### src/rtl/io_pattern_sequencer_pkg.sv
// Shared types for the IO pattern sequencer.
//   state_e     : sequencer FSM state
//   DEF_*       : default geometry used by the sequencer, its interface and its table
package io_sequencer_pkg;

   localparam int unsigned DEF_WIDTH      = 1;
   localparam int unsigned DEF_DEPTH      = 16;
   localparam int unsigned DEF_HOLD_WIDTH = 16;

   typedef enum logic [1:0] {
      ST_IDLE = 2'd0,
      ST_PLAY = 2'd1,
      ST_DONE = 2'd2
   } state_e;

endpackage

### src/rtl/io_pattern_sequencer_if.sv
// Bundle of the sequencer's table-load port, playback controls, status and pattern output.
//   slave  : sequencer side (accepts entries and controls, drives status and io_out)
//   master : stimulus side
interface io_pattern_sequencer_if
   import io_sequencer_pkg::*;
#(
   parameter int unsigned WIDTH      = DEF_WIDTH,
   parameter int unsigned HOLD_WIDTH = DEF_HOLD_WIDTH,
   parameter int unsigned DEPTH      = DEF_DEPTH
);
   localparam int unsigned CW = $clog2(DEPTH) + 1;

   logic                  s_valid;
   logic                  s_ready;
   logic [WIDTH-1:0]      s_data;
   logic [HOLD_WIDTH-1:0] s_hold;
   logic                  clear;
   logic                  start;
   logic                  abort;
   logic                  loop_en;
   logic [CW-1:0]         count;
   logic                  busy;
   logic                  done;
   logic                  aborted;
   logic [WIDTH-1:0]      io_out;

   modport slave (
      input  s_valid, s_data, s_hold, clear, start, abort, loop_en,
      output s_ready, count, busy, done, aborted, io_out
   );

   modport master (
      output s_valid, s_data, s_hold, clear, start, abort, loop_en,
      input  s_ready, count, busy, done, aborted, io_out
   );
endinterface

### src/rtl/io_pattern_sequencer_mem.sv
// Pattern table: DEPTH entries of {value, hold}, one write port, one combinational read port.
//   clk                        : write clock
//   wr_en/wr_addr/wr_value/wr_hold : entry write
//   rd_addr/rd_value/rd_hold   : asynchronous entry read
// Contents are deliberately not reset; only the entry count in the sequencer qualifies them.
module io_pattern_mem #(
   parameter int unsigned WIDTH      = 1,
   parameter int unsigned HOLD_WIDTH = 16,
   parameter int unsigned DEPTH      = 16,
   localparam int unsigned AW        = $clog2(DEPTH)
) (
   input  logic                  clk,
   input  logic                  wr_en,
   input  logic [AW-1:0]         wr_addr,
   input  logic [WIDTH-1:0]      wr_value,
   input  logic [HOLD_WIDTH-1:0] wr_hold,
   input  logic [AW-1:0]         rd_addr,
   output logic [WIDTH-1:0]      rd_value,
   output logic [HOLD_WIDTH-1:0] rd_hold
);
   typedef struct packed {
      logic [WIDTH-1:0]      value;
      logic [HOLD_WIDTH-1:0] hold;
   } entry_t;

   entry_t mem_q [DEPTH];

   // Table write
   always_ff @(posedge clk) begin
      if (wr_en) begin
         mem_q[wr_addr].value <= wr_value;
         mem_q[wr_addr].hold  <= wr_hold;
      end
   end

   assign rd_value = mem_q[rd_addr].value;
   assign rd_hold  = mem_q[rd_addr].hold;
endmodule

### src/rtl/io_pattern_sequencer.sv
// Plays a loaded table of (value, hold) entries onto io_out, each value for hold+1 cycles,
// optionally looping over the table until loop_en is low at a pass end.
//   clk, resetn : clock, asynchronous active-low reset
//   bus         : table-load port, start/clear/abort/loop_en controls, count/busy/done/aborted
//                 status and io_out pattern output
// s_ready, done and aborted also depend on the current clear/abort inputs so that a
// clear blocks a same-cycle write and an abort suppresses done in the cycle it occurs.
module io_pattern_sequencer
   import io_sequencer_pkg::*;
#(
   parameter int unsigned     WIDTH      = DEF_WIDTH,
   parameter int unsigned     DEPTH      = DEF_DEPTH,
   parameter int unsigned     HOLD_WIDTH = DEF_HOLD_WIDTH,
   parameter logic [WIDTH-1:0] IDLE_VALUE = '0
) (
   input  logic                   clk,
   input  logic                   resetn,
   io_pattern_sequencer_if.slave  bus
);
   localparam int unsigned AW = $clog2(DEPTH);
   localparam int unsigned CW = AW + 1;

   state_e                state_q, state_d;
   logic [CW-1:0]         count_q, count_d;
   logic [AW-1:0]         idx_q, idx_d, rd_addr;
   logic [HOLD_WIDTH-1:0] hold_q, hold_d, rd_hold;
   logic [WIDTH-1:0]      io_q, io_d, rd_value;
   logic                  s_ready_c, wr_en, last_entry;

   assign s_ready_c  = (state_q == ST_IDLE) && (count_q < CW'(DEPTH)) && !bus.clear;
   assign wr_en      = bus.s_valid && s_ready_c;
   assign last_entry = ({1'b0, idx_q} == (count_q - CW'(1)));

   io_pattern_mem #(
      .WIDTH      (WIDTH),
      .HOLD_WIDTH (HOLD_WIDTH),
      .DEPTH      (DEPTH)
   ) u_mem (
      .clk      (clk),
      .wr_en    (wr_en),
      .wr_addr  (count_q[AW-1:0]),
      .wr_value (bus.s_data),
      .wr_hold  (bus.s_hold),
      .rd_addr  (rd_addr),
      .rd_value (rd_value),
      .rd_hold  (rd_hold)
   );

   // State, counters and output register
   always_ff @(posedge clk or negedge resetn) begin
      if (!resetn) begin
         state_q <= ST_IDLE;
         count_q <= '0;
         idx_q   <= '0;
         hold_q  <= '0;
         io_q    <= IDLE_VALUE;
      end else begin
         state_q <= state_d;
         count_q <= count_d;
         idx_q   <= idx_d;
         hold_q  <= hold_d;
         io_q    <= io_d;
      end
   end

   // Next state, table read address and next datapath values
   always_comb begin
      state_d = state_q;
      count_d = count_q;
      idx_d   = idx_q;
      hold_d  = hold_q;
      io_d    = io_q;
      rd_addr = '0;

      if (wr_en) begin
         count_d = count_q + CW'(1);
      end

      case (state_q)
         ST_IDLE: begin
            if (bus.clear) begin
               count_d = '0;
            end else if (bus.start && (count_q != '0)) begin
               state_d = ST_PLAY;
               idx_d   = '0;
               hold_d  = rd_hold;
               io_d    = rd_value;
            end
         end
         ST_PLAY: begin
            if (bus.abort) begin
               state_d = ST_IDLE;
               io_d    = IDLE_VALUE;
            end else if (hold_q != '0) begin
               hold_d = hold_q - HOLD_WIDTH'(1);
            end else if (!last_entry) begin
               // advance with no gap cycle
               rd_addr = idx_q + AW'(1);
               idx_d   = rd_addr;
               hold_d  = rd_hold;
               io_d    = rd_value;
            end else if (bus.loop_en) begin
               // seamless wrap to entry 0
               idx_d  = '0;
               hold_d = rd_hold;
               io_d   = rd_value;
            end else begin
               state_d = ST_DONE;
               io_d    = IDLE_VALUE;
            end
         end
         ST_DONE: begin
            state_d = ST_IDLE;
            io_d    = IDLE_VALUE;
         end
         default: begin
            state_d = ST_IDLE;
            io_d    = IDLE_VALUE;
         end
      endcase
   end

   assign bus.s_ready = s_ready_c;
   assign bus.count   = count_q;
   assign bus.busy    = (state_q != ST_IDLE);
   assign bus.done    = (state_q == ST_DONE) && !bus.abort;
   assign bus.aborted = (state_q != ST_IDLE) && bus.abort;
   assign bus.io_out  = io_q;
endmodule

### src/flat_wrapper.sv
// flat-port wrapper written by rule: the top's interface ports become plain ports
module io_pattern_sequencer_flat import io_sequencer_pkg::*;
#(
   parameter int unsigned     WIDTH      = DEF_WIDTH,
   parameter int unsigned     DEPTH      = DEF_DEPTH,
   parameter int unsigned     HOLD_WIDTH = DEF_HOLD_WIDTH,
   parameter logic [WIDTH-1:0] IDLE_VALUE = '0
)
  (clk, resetn, bus_s_valid, bus_s_data, bus_s_hold, bus_clear, bus_start, bus_abort, bus_loop_en, bus_s_ready, bus_count, bus_busy, bus_done, bus_aborted, bus_io_out);
  io_pattern_sequencer_if #(.WIDTH(WIDTH), .HOLD_WIDTH(HOLD_WIDTH), .DEPTH(DEPTH)) bus_i ();
  input  logic clk;
  input  logic resetn;
  input wire logic [$bits(bus_i.s_valid)-1:0] bus_s_valid;
  input wire logic [$bits(bus_i.s_data)-1:0] bus_s_data;
  input wire logic [$bits(bus_i.s_hold)-1:0] bus_s_hold;
  input wire logic [$bits(bus_i.clear)-1:0] bus_clear;
  input wire logic [$bits(bus_i.start)-1:0] bus_start;
  input wire logic [$bits(bus_i.abort)-1:0] bus_abort;
  input wire logic [$bits(bus_i.loop_en)-1:0] bus_loop_en;
  output wire logic [$bits(bus_i.s_ready)-1:0] bus_s_ready;
  output wire logic [$bits(bus_i.count)-1:0] bus_count;
  output wire logic [$bits(bus_i.busy)-1:0] bus_busy;
  output wire logic [$bits(bus_i.done)-1:0] bus_done;
  output wire logic [$bits(bus_i.aborted)-1:0] bus_aborted;
  output wire logic [$bits(bus_i.io_out)-1:0] bus_io_out;
  assign bus_i.s_valid = bus_s_valid;
  assign bus_i.s_data = bus_s_data;
  assign bus_i.s_hold = bus_s_hold;
  assign bus_i.clear = bus_clear;
  assign bus_i.start = bus_start;
  assign bus_i.abort = bus_abort;
  assign bus_i.loop_en = bus_loop_en;
  assign bus_s_ready = bus_i.s_ready;
  assign bus_count = bus_i.count;
  assign bus_busy = bus_i.busy;
  assign bus_done = bus_i.done;
  assign bus_aborted = bus_i.aborted;
  assign bus_io_out = bus_i.io_out;
  io_pattern_sequencer #(.WIDTH(WIDTH), .DEPTH(DEPTH), .HOLD_WIDTH(HOLD_WIDTH), .IDLE_VALUE(IDLE_VALUE)) u_core (.clk(clk), .resetn(resetn), .bus(bus_i));
endmodule
### config.mk
export PLATFORM = sky130hd
export DESIGN_NAME = io_pattern_sequencer_flat
export DESIGN_NICKNAME = d
export VERILOG_FILES = /design/src/rtl/io_pattern_sequencer_pkg.sv /design/src/rtl/io_pattern_sequencer_if.sv /design/src/rtl/io_pattern_sequencer_mem.sv /design/src/rtl/io_pattern_sequencer.sv /design/src/flat_wrapper.sv
export SDC_FILE = /design/constraint.sdc
export NUM_CORES = 1
export LEC_CHECK = 0
export CAP_MARGIN = 20
export CORE_MARGIN = 3
export CORE_UTILIZATION = 45
export DETAILED_ROUTE_END_ITERATION = 7
export GPL_TIMING_DRIVEN = 0
export PLACE_DENSITY = 0.64
export SLEW_MARGIN = 20
export SYNTH_ARGS = -nofsm -noshare
export SYNTH_HDL_FRONTEND = slang
export SYNTH_SLANG_ARGS = --single-unit
### constraint.sdc
create_clock -name clk -period 3.35 [get_ports clk]
set_input_delay 0.335 -clock clk [delete_from_list [all_inputs] [get_ports clk]]
set_output_delay 0.335 -clock clk [all_outputs]
set_load 0.005 [all_outputs]
==> impl_metrics.tcl, run 1 <==
set metrics [dict create \
    outcome "complete, no violations" \
    drt-total-wl_mm 39.2 \
    dr.first_iter.drc_count 1084 \
    synth_cell_types 67 \
    place.gp.congestion 0.977 \
    antenna_found_initial 1 \
    fill_cells 2114 \
    track_usage 0.267 \
    worstPathRequired_ps 3790 \
    yosys_warnings 0 \
    path_cells "ha_1, clkdlybuf4s15_2, clkbuf_2, clkbuf_1, o211ai_1, a211oi_1, nor3_1" \
    drive_above_1_share 0.182 \
    boundaryPins 34 \
    ant_nets 0 \
    finalNetCount 969 \
    synth_edf_count 272 \
    cts_buffers 30 \
    clock_path_buffers 3 \
    slew-limit-headroom 0.344 \
    avgViaCountPerCell 6.55 \
    syn_area_per_cell_um2 14.7 \
    synth_top_area_frac 0.662 \
    placedCellCount 1231 \
    async_flop_share 0.0933 \
    synthCells 840 \
    setup_slack_ps 72.5 \
    dp_slack_ps -831 \
    syn2layout_area_growth_pct 19.2 \
    cts.htree.levels 1 \
    die_h_um 172 \
    worst_pin_slew_ps 977 \
    hold_viol 0 \
    start_kind "flip-flop" \
    diodes 0 \
    clk_pin_slew_ps 60 \
    dieArea_um2 29400 \
    ys_seq_area_frac 0.719 \
    crit_start "u_core.idx_q[0]$_DFFE_PN0P_" \
    r2r_cells 7 \
    fin_crit_ps 3280 \
    rsz0062_at_grt "yes" \
    maxCapViolations 0 \
    hold_class "in -> async" \
    vdd_drop_max_v 0.000400 \
    syn_nets 870 \
    vias 8492 \
    fin_crit_sh 0.978 \
    wl_per_cell_um 30.2 \
    fin_cells 1297 \
    cts_sinks 300 \
    drc 0 \
    worstSetupPathDepth 7 \
    fmax_mhz 305 \
    port_buffers 33 \
    leakage_nw 4.83 \
    layout_common_cells "edfxtp_1, nand2_1, a21oi_1, clkdlybuf4s50_1" \
    insertion_delay_ps 570 \
    synth_ff_type "edfxtp_1" \
    initial_core_util 0.466 \
    setup_viol 0 \
    coreArea_um2 26500 \
    root_buffer "clkbuf_16" \
    cts_tree "built" \
    yosysTopAreaCell "edfxtp_1" \
    synth.area.top_cells "edfxtp_1, dfrtp_1, a221oi_1" \
    worstPathArrival_ps 3720 \
    syn_area_um2 12300 \
    powerDensity_nw_per_um2 634 \
    multi_input_area_um2 3410 \
    slew_violations 0 \
    final_common_cell "edfxtp_1" \
    crit_path_end_kind "flip-flop" \
    crit_buf_inv 3 \
    die-width_um 172 \
    rr_startpoint "u_core.idx_q[0]$_DFFE_PN0P_" \
    grt_pass1_vias 8351 \
    critical-path-slowest-cell "clkbuf_1" \
    cp_max_fo 10 \
    path_delay_family "buffers and inverters" \
    finClkSkew_ps 12.9 \
    yosys_register_bits 300 \
    drt_first_pass_iters 5 \
    hpwl_mm 25.5 \
    gr-total-overflow 0 \
    ff_latch_area_um2 8870 \
    grt_max_degree 29 \
    critPathKind "reg -> reg" \
    core.rowCount 59 \
    max_stage_delay_ps 700 \
    grt_pass1_wl_mm 56.5 \
]
[sequential cells by signal (all words and copies together) (netlist names)]
register / count
u_core.bus.count: 5
u_core.bus.io_out: 1
u_core.hold_q: 16
u_core.idx_q: 4
u_core.state_q: 2
u_core.u_mem.mem_q: 272
[synthesized netlist by cell type (4+ instances only)]
master	instances
nor2_1	38
o21ai_0	31
o21a_1	4
nand3_1	22
a21oi_1	52
nand2_1	55
nor2b_1	4
edfxtp_1	272
o221ai_1	10
buf_2	12
dfrtp_1	28
nor3_1	20
or3_1	10
a2111oi_0	4
clkbuf_1	29
and3_1	7
nand2b_1	5
nand4_1	4
a22oi_1	27
nor4_1	9
mux2i_1	15
a221oi_1	31
inv_1	12
o211ai_1	5
xnor2_1	5
ha_1	6
o22a_1	4
a31oi_1	4
a32oi_1	6
and2_1	10
a211oi_1	12
a22o_1	6
mux2_2	16
a221o_1	7
xor2_1	6
[where the power goes]
part           switching [W]  internal (W)  total, W
Clock                0.00143       0.00216   0.00359
Sequential          0.000211       0.00427   0.00448
Combinational       0.000781      0.000482   0.00126
[metal layers]
| metal | share of wire | GRT usage |
|---|---|---|
| met2 | 0.46 | 0.415 |
| met4 | 0.053 | 0.121 |
| met5 | 0 | 0 |
| met3 | 0.089 | 0.0510 |
| met1 | 0.40 | 0.369 |
[area by class of cell]
type                            count  area share
Sequential cell                   300       0.603
Multi-Input combinational cell    483       0.232
Clock buffer                       42      0.0582
Timing Repair Buffer               67      0.0444
Tap cell                          335      0.0285
Buffer                             45      0.0173
Clock inverter                     13      0.0140
Inverter                           12     0.00306
[cells by family (layout without fill, tap and decap cells)]
| group | after synthesis | in the layout | synth area share |
|---|---|---|---|
| AO/OA/AOI/OAI | 238 | 238 | 0.139 |
| flip-flops | 300 | 300 | 0.719 |
| XOR/XNOR | 11 | 11 | 0.00781 |
| AND/OR/NAND/NOR | 196 | 196 | 0.0803 |
| adder cells (fa/ha/maj) | 6 | 6 | 0.00608 |
| multiplexers | 32 | 32 | 0.0286 |
| buffers and inverters | 57 | 179 | 0.0192 |
[path summary, 6_finish.rpt]
path	endpoint	slack, ps
max	u_core.hold_q[5]$_DFFE_PN0P_	70
min reg2reg	u_core.hold_q[1]$_DFFE_PN0P_	570
max reg2reg	u_core.hold_q[5]$_DFFE_PN0P_	70
min	u_core.bus.count[2]$_DFF_PN0_	380
max in group asynchronous	u_core.bus.count[0]$_DFF_PN0_	2470
min in group clk	u_core.state_q[1]$_DFFE_PN0P_	380
[through the flow]
step	area (um2)	hold WS (ps)	setup TNS [ps]	utilization	total power, W
after floorplan	12300	39.4	-2730	-	0.00520
after global placement	13100	547	-230530	0.494	0.00568
after global routing	14700	387	-39.9	0.555	0.00961
after CTS	14600	358	0	0.550	0.00928
final	14700	377	0	0.555	0.00933
after detailed placement	13400	421	-10710	0.506	0.00573
[timing repair]
action | 4_1_cts | 5_1_grt
endpoints found under the setup margin | 17 | 17
setup buffers | 4 | 5
pin swaps | 2 | 1
gates resized for setup | 29 | 35
hold buffers | 1 | 0
endpoints found under the hold margin | 28 | 0
[worst register-to-register path, stage by stage, from the launching register on]
cell and delay (ps):
dfrtp_1 460, ha_1 370, clkdlybuf4s15_2 520, clkbuf_2 490
clkbuf_1 710, o211ai_1 200, a211oi_1 310, nor3_1 100
(Power assumes the default switching activity.)
==> run 2, diff against run 1 <==
--- a/config.mk
+++ b/config.mk
@@ -7,11 +7,12 @@
 export LEC_CHECK = 0
 export CAP_MARGIN = 20
 export CORE_MARGIN = 3
-export CORE_UTILIZATION = 45
+export CORE_UTILIZATION = 40
 export DETAILED_ROUTE_END_ITERATION = 7
+export GPL_ROUTABILITY_DRIVEN = 1
 export GPL_TIMING_DRIVEN = 0
-export PLACE_DENSITY = 0.64
-export SLEW_MARGIN = 20
+export PLACE_DENSITY = 0.58
+export SLEW_MARGIN = 15
 export SYNTH_ARGS = -nofsm -noshare
 export SYNTH_HDL_FRONTEND = slang
 export SYNTH_SLANG_ARGS = --single-unit
==> impl_metrics.tcl, run 2 (synthesis gave the netlist of run 1 again) <==
set metrics [dict create \
    critical-path-slowest-cell "clkdlybuf4s15_2" \
    hpwl_mm 25.9 \
    powerDensity_nw_per_um2 609 \
    internal_power_w 0.00654 \
    avgViaCountPerCell 6.19 \
    total_power_w 0.00890 \
    slew_violations 0 \
    vias 8369 \
    finalNetCount 969 \
    antenna_found_initial 2 \
    track_usage 0.235 \
    clock_path_buffers 3 \
    grt_pass1_wl_mm 56.9 \
    drt_first_pass_iters 5 \
    largest_reg_flops 272 \
    layout_common_cells "edfxtp_1, nand2_1, a21oi_1, clkdlybuf4s50_1" \
    combPwrFrac 0.143 \
    cts_sinks 300 \
    hold_class "in -> reg" \
    wl_per_cell_um 29.3 \
    finClkSkew_ps 9.08 \
    critPathKind "reg -> reg" \
    leakage_nw 4.74 \
    port_buffers 33 \
    setup_viol 0 \
    drive_above_1_share 0.169 \
    fin_crit_sh 0.978 \
    diodes 0 \
    clk_pin_slew_ps 60 \
    stdcell_area_um2 14600 \
    hold_viol 0 \
    drc 0 \
    cp_max_fo 10 \
    gr-total-overflow 0 \
    root_buffer "clkbuf_16" \
    dieArea_um2 33000 \
    dr.first_iter.drc_count 909 \
    dp_slack_ps -818 \
    place_area_um2 13400 \
    ant_nets 0 \
    tns_ps 0 \
    outcome "complete, no violations" \
    core.rowCount 63 \
    rsz0062_at_grt "no" \
    worstPathArrival_ps 3720 \
    cts.htree.levels 1 \
    switching_share 0.265 \
    worstSetupPathDepth 8 \
    start_kind "flip-flop" \
    regMostFlops "u_core.u_mem.mem_q" \
    final_common_cell "edfxtp_1" \
    drt-total-wl_mm 39.6 \
    grt_pass1_vias 8198 \
    grt_max_degree 29 \
    boundaryPins 34 \
    fin_cells 1351 \
    worst_pin_slew_ps 1050 \
    cts_buffers 31 \
    slew-limit-headroom 0.293 \
    place.gp.congestion 0.914 \
    pwr-share-clk 0.353 \
    fmax_mhz 305 \
    cts_tree "built" \
    die-width_um 182 \
    fin_crit_ps 3280 \
    setup_slack_ps 73.6 \
    min_path_cells 2 \
    worstPathRequired_ps 3790 \
    netSwitchingPower_w 0.00235 \
    path_cells "ha_1, clkdlybuf4s15_2, buf_2, nand3_1, clkbuf_2, a31oi_1, o21ai_0, o31a_1" \
    path_delay_family "buffers and inverters" \
    syn2layout_area_growth_pct 18.3 \
    crit_buf_inv 3 \
    vdd_drop_max_v 0.000377 \
    r2r_cells 8 \
    crit_path_end_kind "flip-flop" \
    placedCellCount 1284 \
    initial_core_util 0.411 \
    die_h_um 182 \
    coreArea_um2 30000 \
    p_seq_frac 0.504 \
    max_stage_delay_ps 490 \
    insertion_delay_ps 560 \
    maxCapViolations 0 \
]
## run 2: worst reg2reg max path: stages, from the launching register on
cell and delay, ps:
dfrtp_1 460, ha_1 390, clkdlybuf4s15_2 490, buf_2 480, nand3_1 390, clkbuf_2 340
a31oi_1 180, o21ai_0 140, o31a_1 300
## run 2: timing repair
action	4_1_cts	5_1_grt
hold buffers	1	0
setup endpoints to repair	19	17
buffers inserted	7	2
pin swaps	2	3
gates cloned	0	0
resized for setup	31	34
hold endpoints to repair	28	0
## run 2: area by class of cell
type / count / area, um2
Fill cell: 2552 / 15400
Tap cell: 390 / 488
Multi-Input combinational cell: 483 / 3410
Sequential cell: 300 / 8870
Clock inverter: 12 / 71.3
Clock buffer: 43 / 831
Buffer: 45 / 255
Inverter: 12 / 45.0
Timing Repair Buffer: 66 / 628
## run 2: power groups by stage
stage	registers [W]	clock network [W]	logic (W)
after floorplan	0.00448	0	0.000715
after global placement	0.00455	0	0.00115
after detailed placement	0.00454	0	0.00120
after CTS	0.00447	0.00316	0.00122
after global routing	0.00450	0.00334	0.00137
final	0.00448	0.00314	0.00127
## run 2: stage by stage
| stage | hold WS [ps] | utilization |
|---|---|---|
| 6_report | 377 | 0.486 |
| 3_3_place_gp | 547 | 0.438 |
| 5_1_grt | 370 | 0.486 |
| 4_1_cts | 362 | 0.482 |
| 2_1_floorplan | 39.4 | - |
| 3_5_place_dp | 433 | 0.448 |
## run 2: metal layers
metal	GRT usage	part of all wire	routed length, um
met1	0.329	0.42	16500
met2	0.371	0.46	18100
met3	0.0421	0.086	3400
met4	0.0835	0.041	1610
met5	0	0	0
## run 2: final timing paths
check	from	to	slack [ps]
min	bus_loop_en	u_core.state_q[1]$_DFFE_PN0P_	380
max in group asynchronous	resetn	u_core.bus.count[0]$_DFF_PN0_	2440
max reg2reg	u_core.idx_q[0]$_DFFE_PN0P_	u_core.hold_q[12]$_DFFE_PN0P_	70
max	u_core.idx_q[0]$_DFFE_PN0P_	u_core.hold_q[12]$_DFFE_PN0P_	70
min reg2reg	u_core.hold_q[1]$_DFFE_PN0P_	u_core.hold_q[1]$_DFFE_PN0P_	570
min in group asynchronous	resetn	u_core.bus.count[2]$_DFF_PN0_	390
==> run 3, diff against run 2 <==
--- a/config.mk
+++ b/config.mk
@@ -11,7 +11,7 @@
 export DETAILED_ROUTE_END_ITERATION = 7
 export GPL_ROUTABILITY_DRIVEN = 1
 export GPL_TIMING_DRIVEN = 0
-export PLACE_DENSITY = 0.58
+export PLACE_DENSITY = 0.56
 export SLEW_MARGIN = 15
 export SYNTH_ARGS = -nofsm -noshare
 export SYNTH_HDL_FRONTEND = slang
==> constraint.sdc (replaced) <==
create_clock -name clk -period 3.7 [get_ports clk]
set_input_delay 0.37 -clock clk [delete_from_list [all_inputs] [get_ports clk]]
set_output_delay 0.37 -clock clk [all_outputs]
set_load 0.005 [all_outputs]
==> impl_metrics.tcl, run 3 (synthesis gave the netlist of run 1 again) <==
set metrics [dict create \
    start_kind "flip-flop" \
    dieArea_um2 33000 \
    crit_path_end_kind "flip-flop" \
    drc 0 \
    largest_reg_flops 272 \
    critical-path-slowest-cell "clkbuf_1" \
    drive_above_1_share 0.154 \
    drt_first_pass_iters 5 \
    hpwl_mm 26.4 \
    max_stage_delay_ps 770 \
    path_cells "buf_1, clkbuf_1, clkbuf_1, a22oi_1, o2111ai_1, o21ai_0, nor3_1" \
    final_common_cell "edfxtp_1" \
    worstPathArrival_ps 4060 \
    path_delay_family "buffers and inverters" \
    finalNetCount 964 \
    drt-total-wl_mm 39.9 \
    setup_viol 0 \
    rr_startpoint "u_core.idx_q[0]$_DFFE_PN0P_" \
    total_power_w 0.00819 \
    avgViaCountPerCell 6.16 \
    critPathKind "reg -> reg" \
    clk_pin_slew_ps 60 \
    cts_tree "built" \
    layout_common_cells "edfxtp_1, nand2_1, a21oi_1, clkdlybuf4s50_1" \
    clock_path_buffers 3 \
    insertion_delay_ps 560 \
    root_buffer "clkbuf_16" \
    port_buffers 33 \
    fmax_mhz 277 \
    fin_crit_sh 0.974 \
    grt_max_degree 29 \
    regMostFlops "u_core.u_mem.mem_q" \
    maxCapViolations 0 \
    coreArea_um2 30000 \
    crit_start "u_core.idx_q[0]$_DFFE_PN0P_" \
    tns_ps 0 \
    core.rowCount 63 \
    antenna_found_initial 0 \
    track_usage 0.238 \
    place_area_um2 13400 \
    worstSetupPathDepth 7 \
    fin_cells 1349 \
    finClkSkew_ps 17.8 \
    placedCellCount 1285 \
    cts_buffers 31 \
    outcome "complete, no violations" \
    cp_max_fo 10 \
    gr-total-overflow 0 \
    worst_pin_slew_ps 1180 \
    final_core_util 0.484 \
    grt_pass1_wl_mm 57.4 \
    stdcell_area_um2 14500 \
    crit_buf_inv 3 \
    vdd_drop_max_v 0.000323 \
    hold_viol 0 \
    hold_class "in -> async" \
    wl_per_cell_um 29.6 \
    cts.htree.levels 1 \
    rrSetupSlack_ps 100 \
    die-width_um 182 \
    syn2layout_area_growth_pct 17.7 \
    die_h_um 182 \
    ant_nets 0 \
    worstPathRequired_ps 4160 \
    leakage_nw 4.70 \
    grt_pass1_vias 8101 \
    slew-limit-headroom 0.208 \
    fin_crit_ps 3600 \
    boundaryPins 34 \
    place.gp.congestion 0.945 \
    cts_sinks 300 \
    diodes 0 \
    slew_violations 0 \
    initial_core_util 0.411 \
    r2r_cells 7 \
    powerDensity_nw_per_um2 564 \
    vias 8305 \
    critPathMostFrequentCell "clkbuf_1" \
    dr.first_iter.drc_count 940 \
]
==> run 3: cell count changes in the layout (fill, tap and decap cells not counted), moves of 3 or more <==
cell and delta:
nor3_2 -3, clkinv_1 -7, buf_2 +5, clkbuf_2 -4, clkinv_2 +3, buf_4 -9
clkbuf_1 +8, nor3_1 +3, clkbuf_4 -4, clkbuf_8 +4
==> run 3: worst paths after layout <==
| check | end |
|---|---|
| max | u_core.hold_q[9]$_DFFE_PN0P_ |
| min | u_core.bus.count[3]$_DFF_PN0_ |
| max reg2reg | u_core.hold_q[9]$_DFFE_PN0P_ |
| min reg2reg | u_core.hold_q[1]$_DFFE_PN0P_ |
| max in group asynchronous | u_core.bus.count[0]$_DFF_PN0_ |
| min in group clk | u_core.state_q[1]$_DFFE_PN0P_ |
==> run 3: power breakdown <==
group          internal (W)  switching (W)
registers           0.00387       0.000185
logic              0.000426       0.000697
clock network       0.00174        0.00128
total               0.00603        0.00217
==> run 3: layout make-up <==
type	instances	area, um2
Fill cell	2600	15500
Sequential cell	300	8870
Multi-Input combinational cell	483	3330
Clock buffer	48	900
Timing Repair Buffer	61	591
Tap cell	390	488
Buffer	45	216
Clock inverter	10	80.1
Inverter	12	45.0
==> run 3: routing by layer <==
layer	global-route usage	vias to the layer above	routed length (um)
met5	0	-	0
met2	0.383	361	18800
met4	0.0710	0	1350
li1	-	3579	-
met3	0.0294	79	2650
met1	0.341	4286	17200
==> run 3: worst register-to-register path, delay by kind of cell (launching register included) <==
kind                   cells  cell delay (ps)
AO/OA/AOI/OAI              3              620
buffers and inverters      3             2200
flip-flops                 1              460
AND/OR/NAND/NOR            1              220
==> run 3: timing repair <==
item | CTS | global route
hold buffers | 1 | 0
gates resized for setup | 9 | 21
endpoints found under the hold margin | 28 | 0
setup buffers | 4 | 0
setup endpoints to repair | 17 | 13
pin swaps | 2 | 0
==> run 3: metrics by stage <==
step                worst slack [ps]  hold slack (ps)
detailed placement              -468              473
global route                   -8.51              422
finish                          95.8              426
CTS                             44.5              393
floorplan                        310             74.4
global placement               -2630              550
